### config.mk
export PLATFORM = sky130hd
export DESIGN_NAME = fetch_sequencer_flat
export DESIGN_NICKNAME = d
export VERILOG_FILES = /design/src/rtl/isa_pkg.sv /design/src/rtl/fetch_sequencer_if.sv /design/src/rtl/pc_next_calc.sv /design/src/rtl/fetch_sequencer.sv /design/src/flat_wrapper.sv
export SDC_FILE = /design/constraint.sdc
export NUM_CORES = 1
export LEC_CHECK = 0
export BUFFER_PORTS_ARGS = -buffer_cell sky130_fd_sc_hd__buf_2
export CAP_MARGIN = 20
export CORE_MARGIN = 2
export CORE_UTILIZATION = 35
export CTS_BUF_LIST = sky130_fd_sc_hd__clkbuf_16
export DETAILED_ROUTE_END_ITERATION = 10
export SKIP_LAST_GASP = 1
export SLEW_MARGIN = 10
export SYNTH_ARGS = -nofsm -noshare
export SYNTH_HDL_FRONTEND = slang
export SYNTH_SLANG_ARGS = --single-unit
### constraint.sdc
create_clock -name clock -period 2.9 [get_ports clock]
set_input_delay 0.58 -clock clock [delete_from_list [all_inputs] [get_ports clock]]
set_output_delay 0.58 -clock clock [all_outputs]
set_load 0.02 [all_outputs]
### src/rtl/isa_pkg.sv
// Shared ISA constants for the 9-bit CPU: widths, opcode
// fields, opcode/special sub-codes and fetch FSM states.
package isa_pkg;

  localparam int PC_W    = 8;
  localparam int INSTR_W = 9;
  localparam int BOFS_W  = 5;
  localparam int OPC_MSB = 8;
  localparam int OPC_LSB = 5;

  localparam logic [3:0] OP_ADD  = 4'd0;
  localparam logic [3:0] OP_LD   = 4'd1;
  localparam logic [3:0] OP_ST   = 4'd2;
  localparam logic [3:0] OP_SL   = 4'd3;
  localparam logic [3:0] OP_SR   = 4'd4;
  localparam logic [3:0] OP_STT  = 4'd5;
  localparam logic [3:0] OP_STF  = 4'd6;
  localparam logic [3:0] OP_SPEC = 4'd7;
  localparam logic [3:0] OP_SWP  = 4'd8;
  localparam logic [3:0] OP_STL  = 4'd9;
  localparam logic [3:0] OP_STH  = 4'd10;
  localparam logic [3:0] OP_BEQ  = 4'd11;
  localparam logic [3:0] OP_BLT  = 4'd12;
  localparam logic [3:0] OP_JMP  = 4'd13;

  localparam logic [4:0] SP_INC = 5'd0;
  localparam logic [4:0] SP_AON = 5'd1;
  localparam logic [4:0] SP_HLT = 5'd2;
  localparam logic [4:0] SP_SEG = 5'd3;
  localparam logic [4:0] SP_PKR = 5'd4;

  typedef enum logic [1:0] {
    IDLE   = 2'd0,
    FETCH  = 2'd1,
    EXEC   = 2'd2,
    HALTED = 2'd3
  } fetch_state_t;

  function automatic logic [3:0] opcode_of(
    input logic [INSTR_W-1:0] instr
  );
    return instr[OPC_MSB:OPC_LSB];
  endfunction

endpackage

### src/rtl/fetch_sequencer_if.sv
// Fetch bus: instruction-memory port plus decoder controls.
// master = fetch_sequencer, slave = memory/decoder side.
interface fetch_sequencer_if;
  import isa_pkg::*;

  logic [PC_W-1:0]    imem_addr;
  logic               imem_en;
  logic [INSTR_W-1:0] imem_data;
  logic [INSTR_W-1:0] instruction;
  logic               instr_valid;
  logic               branch;
  logic               branch_cond;
  logic               jmp_ctrl;
  logic [PC_W-1:0]    jmp_target;
  logic               done_ctrl;

  modport master (
    output imem_addr, imem_en,
    output instruction, instr_valid,
    input  imem_data,
    input  branch, branch_cond,
    input  jmp_ctrl, jmp_target,
    input  done_ctrl
  );

  modport slave (
    input  imem_addr, imem_en,
    input  instruction, instr_valid,
    output imem_data,
    output branch, branch_cond,
    output jmp_ctrl, jmp_target,
    output done_ctrl
  );

endinterface

### src/rtl/pc_next_calc.sv
// Next-PC selection, combinational. Ports: pc, ofs, control
// inputs, jmp_target in; pc_next out (modulo 2^PC_W).
module pc_next_calc #(
  parameter int PC_W   = 8,
  parameter int BOFS_W = 5
) (
  input  logic [PC_W-1:0]   pc,
  input  logic [BOFS_W-1:0] ofs,
  input  logic              branch,
  input  logic              branch_cond,
  input  logic              jmp_ctrl,
  input  logic [PC_W-1:0]   jmp_target,
  input  logic              done_ctrl,
  output logic [PC_W-1:0]   pc_next
);

  logic [PC_W-1:0] ofs_sx;

  assign ofs_sx = {{(PC_W-BOFS_W){ofs[BOFS_W-1]}}, ofs};

  // Halt > jump > taken branch > sequential.
  always_comb begin
    pc_next = pc + 1'b1;
    if (done_ctrl)
      pc_next = pc;
    else if (jmp_ctrl)
      pc_next = jmp_target;
    else if (branch && branch_cond)
      pc_next = pc + ofs_sx;
  end

endmodule

### src/rtl/fetch_sequencer.sv
// Fetch/sequencing front end: owns PC, fetches, hands words
// to the decoder. Ports: clock, reset, start, bus (master),
// pc, done; cycle_count when CYCLE_COUNT_EN is defined.
module fetch_sequencer
  import isa_pkg::*;
(
  input  logic            clock,
  input  logic            reset,
  input  logic            start,
  fetch_sequencer_if.master bus,
  output logic [PC_W-1:0] pc,
`ifdef CYCLE_COUNT_EN
  output logic [15:0]     cycle_count,
`endif
  output logic            done
);

  fetch_state_t       state_q, state_d;
  logic [PC_W-1:0]    pc_q, pc_d, pc_calc;
  logic [INSTR_W-1:0] instr_q, instr_d;
  logic               accept;

  pc_next_calc #(
    .PC_W   (PC_W),
    .BOFS_W (BOFS_W)
  ) u_pc_next (
    .pc          (pc_q),
    .ofs         (instr_q[BOFS_W-1:0]),
    .branch      (bus.branch),
    .branch_cond (bus.branch_cond),
    .jmp_ctrl    (bus.jmp_ctrl),
    .jmp_target  (bus.jmp_target),
    .done_ctrl   (bus.done_ctrl),
    .pc_next     (pc_calc)
  );

  always_ff @(posedge clock) begin
    if (reset) begin
      state_q <= IDLE;
      pc_q    <= '0;
      instr_q <= '0;
    end else begin
      state_q <= state_d;
      pc_q    <= pc_d;
      instr_q <= instr_d;
    end
  end

  always_comb begin
    state_d         = state_q;
    pc_d            = pc_q;
    instr_d         = instr_q;
    accept          = 1'b0;
    bus.imem_en     = 1'b0;
    bus.instr_valid = 1'b0;
    done            = 1'b0;
    unique case (state_q)
      IDLE: begin
        if (start) begin
          accept  = 1'b1;
          pc_d    = '0;
          state_d = FETCH;
        end
      end
      FETCH: begin
        bus.imem_en = 1'b1;
        instr_d     = bus.imem_data;
        state_d     = EXEC;
      end
      EXEC: begin
        bus.instr_valid = 1'b1;
        pc_d            = pc_calc;
        state_d = bus.done_ctrl ? HALTED : FETCH;
      end
      HALTED: begin
        done = 1'b1;
        if (start) begin
          accept  = 1'b1;
          pc_d    = '0;
          state_d = FETCH;
        end
      end
      default: state_d = IDLE;
    endcase
  end

  assign bus.imem_addr   = pc_q;
  assign bus.instruction = instr_q;
  assign pc              = pc_q;

`ifdef CYCLE_COUNT_EN
  logic [15:0] cnt_q;
  logic        busy;

  assign busy = (state_q == FETCH) || (state_q == EXEC);

  always_ff @(posedge clock) begin
    if (reset)
      cnt_q <= '0;
    else if (accept)
      cnt_q <= '0;
    else if (busy && cnt_q != 16'hFFFF)
      cnt_q <= cnt_q + 16'd1;
  end

  assign cycle_count = cnt_q;
`endif

endmodule
### src/flat_wrapper.sv
// flat-port wrapper written by rule: the top's interface ports become plain ports
module fetch_sequencer_flat import isa_pkg::*;
  (clock, reset, start, pc, done, bus_imem_addr, bus_imem_en, bus_instruction, bus_instr_valid, bus_imem_data, bus_branch, bus_branch_cond, bus_jmp_ctrl, bus_jmp_target, bus_done_ctrl);
  fetch_sequencer_if bus_i ();
  input  logic clock;
  input  logic reset;
  input  logic start;
  output logic [PC_W-1:0] pc;
  output logic done;
  output wire logic [$bits(bus_i.imem_addr)-1:0] bus_imem_addr;
  output wire logic [$bits(bus_i.imem_en)-1:0] bus_imem_en;
  output wire logic [$bits(bus_i.instruction)-1:0] bus_instruction;
  output wire logic [$bits(bus_i.instr_valid)-1:0] bus_instr_valid;
  input wire logic [$bits(bus_i.imem_data)-1:0] bus_imem_data;
  input wire logic [$bits(bus_i.branch)-1:0] bus_branch;
  input wire logic [$bits(bus_i.branch_cond)-1:0] bus_branch_cond;
  input wire logic [$bits(bus_i.jmp_ctrl)-1:0] bus_jmp_ctrl;
  input wire logic [$bits(bus_i.jmp_target)-1:0] bus_jmp_target;
  input wire logic [$bits(bus_i.done_ctrl)-1:0] bus_done_ctrl;
  assign bus_imem_addr = bus_i.imem_addr;
  assign bus_imem_en = bus_i.imem_en;
  assign bus_instruction = bus_i.instruction;
  assign bus_instr_valid = bus_i.instr_valid;
  assign bus_i.imem_data = bus_imem_data;
  assign bus_i.branch = bus_branch;
  assign bus_i.branch_cond = bus_branch_cond;
  assign bus_i.jmp_ctrl = bus_jmp_ctrl;
  assign bus_i.jmp_target = bus_jmp_target;
  assign bus_i.done_ctrl = bus_done_ctrl;
  fetch_sequencer u_core (.clock(clock), .reset(reset), .start(start), .bus(bus_i), .pc(pc), .done(done));
endmodule
==> summary.md <==
| Metric | Value |
|---|---|
| Status | finished, final reports clean |
| Antenna violations before repair | 0 |
| Max-slew violations | 0 |
| WP data required | 3040 ps |
| Starting Density | 0.3598 |
| Final clock skew | 1.322 ps |
| Skew-Pair Late Insertion Delay | 250 ps |
| Post-Syn Area | 1191 sq um |
| PwrDens | 644.8 nW/um^2 |
| DR pass1 iterations | 4 |
| Number of synthesized flops with an enable pin | 0 |
| Pin count of the biggest net entering global routing | 19 |
| Area grow syn2layout | 26.68% |
| Clock transition at path regs | 60 ps |
| Post-route ant nets | 0 |
| Layout cell share with drive strength beyond 1 | 0.3446 |
| Post-synthesis cell count | 134 |
| CTS tree | done |
| Cts repair resizes | 0 |
| Crit-path max FO | 5 |
| Gp weighted congestion | 0.7812 |
| Fill count | 359 |
| Port Buffers | 51 |
| CTS Sinks | 19 |
| Post-DP HPWL | 2114 microns |
| Syn nets | 167 |
| Root buffer cell | clkbuf_16 |
| Core area | 3311 sq um |
| Htree depth | 1 |
| RSZ-0062 raised after global routing | false |
| FFs w/ async S/R, synth | 0 |
| MaxCap Viol Count | 0 |
| Vias in the first global route | 988 |
| Setup violators final | 0 |
| Slew @ Worst Pin | 814.8 ps |
| Worst setup SP type | input pin |
| Post CTS Setup Buffer Count | 0 |
| Type of the worst min-delay path | flip-flop to flip-flop |
| Via/cell ratio | 4.942 |
| Fmax achieved | 442.5 MHz |
| Synth Register Bits | 19 |
| Dpl cells | 219 |
| DR WL/cell | 11.95 microns |
| Max clock buf depth | 2 |
| Total GRT Usage | 0.1440 |
| Final min period | 2260 ps |
| Drt total wl | 2664 microns |
| Most used flip-flop cell after synthesis | dfxtp_1 |
| Max-slew headroom | 0.4568 |
| Setup WS post-layout | 640.3 ps |
| Synth cell types | 44 |
| Sequential area share after synthesis | 0.3193 |
| Part of the cycle the worst path needs | 0.7792 |
| Critical path class | input pin to flip-flop |
| Die Footprint | 3886 sq um |
| N_diodes | 0 |
| Yosys Warn Count | 0 |
| Max VDD drop | 0.0003009 V |
| DR DRC count | 0 |
| CP endpoint kind | flip-flop |
| Sequential standard cell area | 380.4 sq um |
| DR vias | 1,102 |
| Dpl ws | 376.2 ps |
| Row Count | 21 |
| Multi-input gate area | 701.9 sq um |
| Initial DRC count | 45 |
| Gr ovfl total | 0 |
| Lkg Pwr | 0.7509 nW |
| Final setup TNS | 0 ps |
| Inserted Clock Buffers | 3 |
| First-pass GRT wire length | 4478 microns |
| Post-Layout Cell Count | 223 |
| WP data arrival | 2400 ps |
| Fin nets | 211 |
| Syn_area_per_cell | 8.889 sq um |
| Die width | 62.34 microns |
| Hold Vio Cnt, Final | 0 |
| IO Pins | 52 |
| CTS Hold Bufs | 0 |
| Die height | 62.34 microns |
per-stage QoR:
step                area (sq um)  hold slack, ps    util  total power, mW
floorplan                   1191           492.0       -           0.6016
global placement            1429           470.9  0.4316           0.6881
detailed placement          1429           487.3  0.4316           0.6994
CTS                         1509           502.2  0.4558           0.9892
global route                1509           524.4  0.4558            1.043
finish                      1509           500.8  0.4558           0.9730
cell type report:
type	instances	share of cell area
clock inverters	1	0.003317
well taps	46	0.03814
inverters	7	0.01741
flip-flops and latches	19	0.2521
clock buffers	3	0.04975
multi-input cells	95	0.4652
repair buffers	52	0.1741
cells in the mapped netlist (3+ instances only):
cell / number / area share
dfxtp_1: 19 / 0.32
mux2i_1: 12 / 0.10
nor2_1: 12 / 0.038
buf_4: 8 / 0.050
ha_1: 8 / 0.084
nand2_1: 8 / 0.025
inv_1: 7 / 0.022
a21oi_1: 6 / 0.025
o21ai_0: 6 / 0.025
and3_1: 4 / 0.021
buf_2: 3 / 0.013
cells in the final DEF (no fill, tap or decap), drive strengths merged, types with 3 or more instances in the layout:
cell type / count
buf: 52
nand2: 8
mux2i: 12
ha: 8
clkbuf: 3
o21ai: 8
a21oi: 6
nor2: 12
and3: 4
inv: 7
dfxtp: 19
state kept, by name, summed over array words and instances (netlist names):
| register | count |
|---|---|
| u_core.bus.instruction | 9 |
| u_core.bus.imem_addr | 8 |
| u_core.state_q | 2 |
final timing paths:
check	cells after the start	end	from	slack [ps]
max	10	u_core.bus.imem_addr[4]	bus_branch	640
max reg2reg	9	u_core.bus.imem_addr[4]	u_core.bus.instruction[0]	730
min reg2reg	2	u_core.bus.instruction[6]	u_core.bus.instruction[6]	500
min	2	u_core.bus.instruction[6]	u_core.bus.instruction[6]	500
power breakdown:
| group | switching [mW] | internal, mW | total (mW) |
|---|---|---|---|
| Clock | 0.100 | 0.185 | 0.285 |
| Combinational | 0.210 | 0.140 | 0.350 |
| Sequential | 0.0359 | 0.302 | 0.338 |
worst max-delay path, stage by stage:
cell and delay (ps):
buf_2 130, nand3b_1 80, ha_1 180, inv_1 60, fa_1 370, and2b_1 240, o21ai_2 80, and3_1 190
or2_0 190, a221o_1 310
cell families (layout without fill, tap and decap cells):
family / Yosys count / in the layout / synth area share
xor gates and xnor gates: 2 / 2 / 0.01471
muxes: 12 / 12 / 0.1008
DFF: 19 / 19 / 0.3193
and+or+nand+nor: 43 / 43 / 0.2038
adders and majority gates: 9 / 9 / 0.1008
buffers and inverters: 20 / 63 / 0.09138
AOI/OAI and AO/OA: 29 / 29 / 0.1691
metal layers:
| layer | wire length, microns | GRT usage | share of wire |
|---|---|---|---|
| met5 | 0 | 0 | 0 |
| met4 | 26 | 0.05000 | 0.0098 |
| met1 | 1174 | 0.1762 | 0.44 |
| met2 | 1283 | 0.2459 | 0.48 |
| met3 | 180 | 0.03623 | 0.068 |
Note: power is estimated with default switching activity, not from simulation.
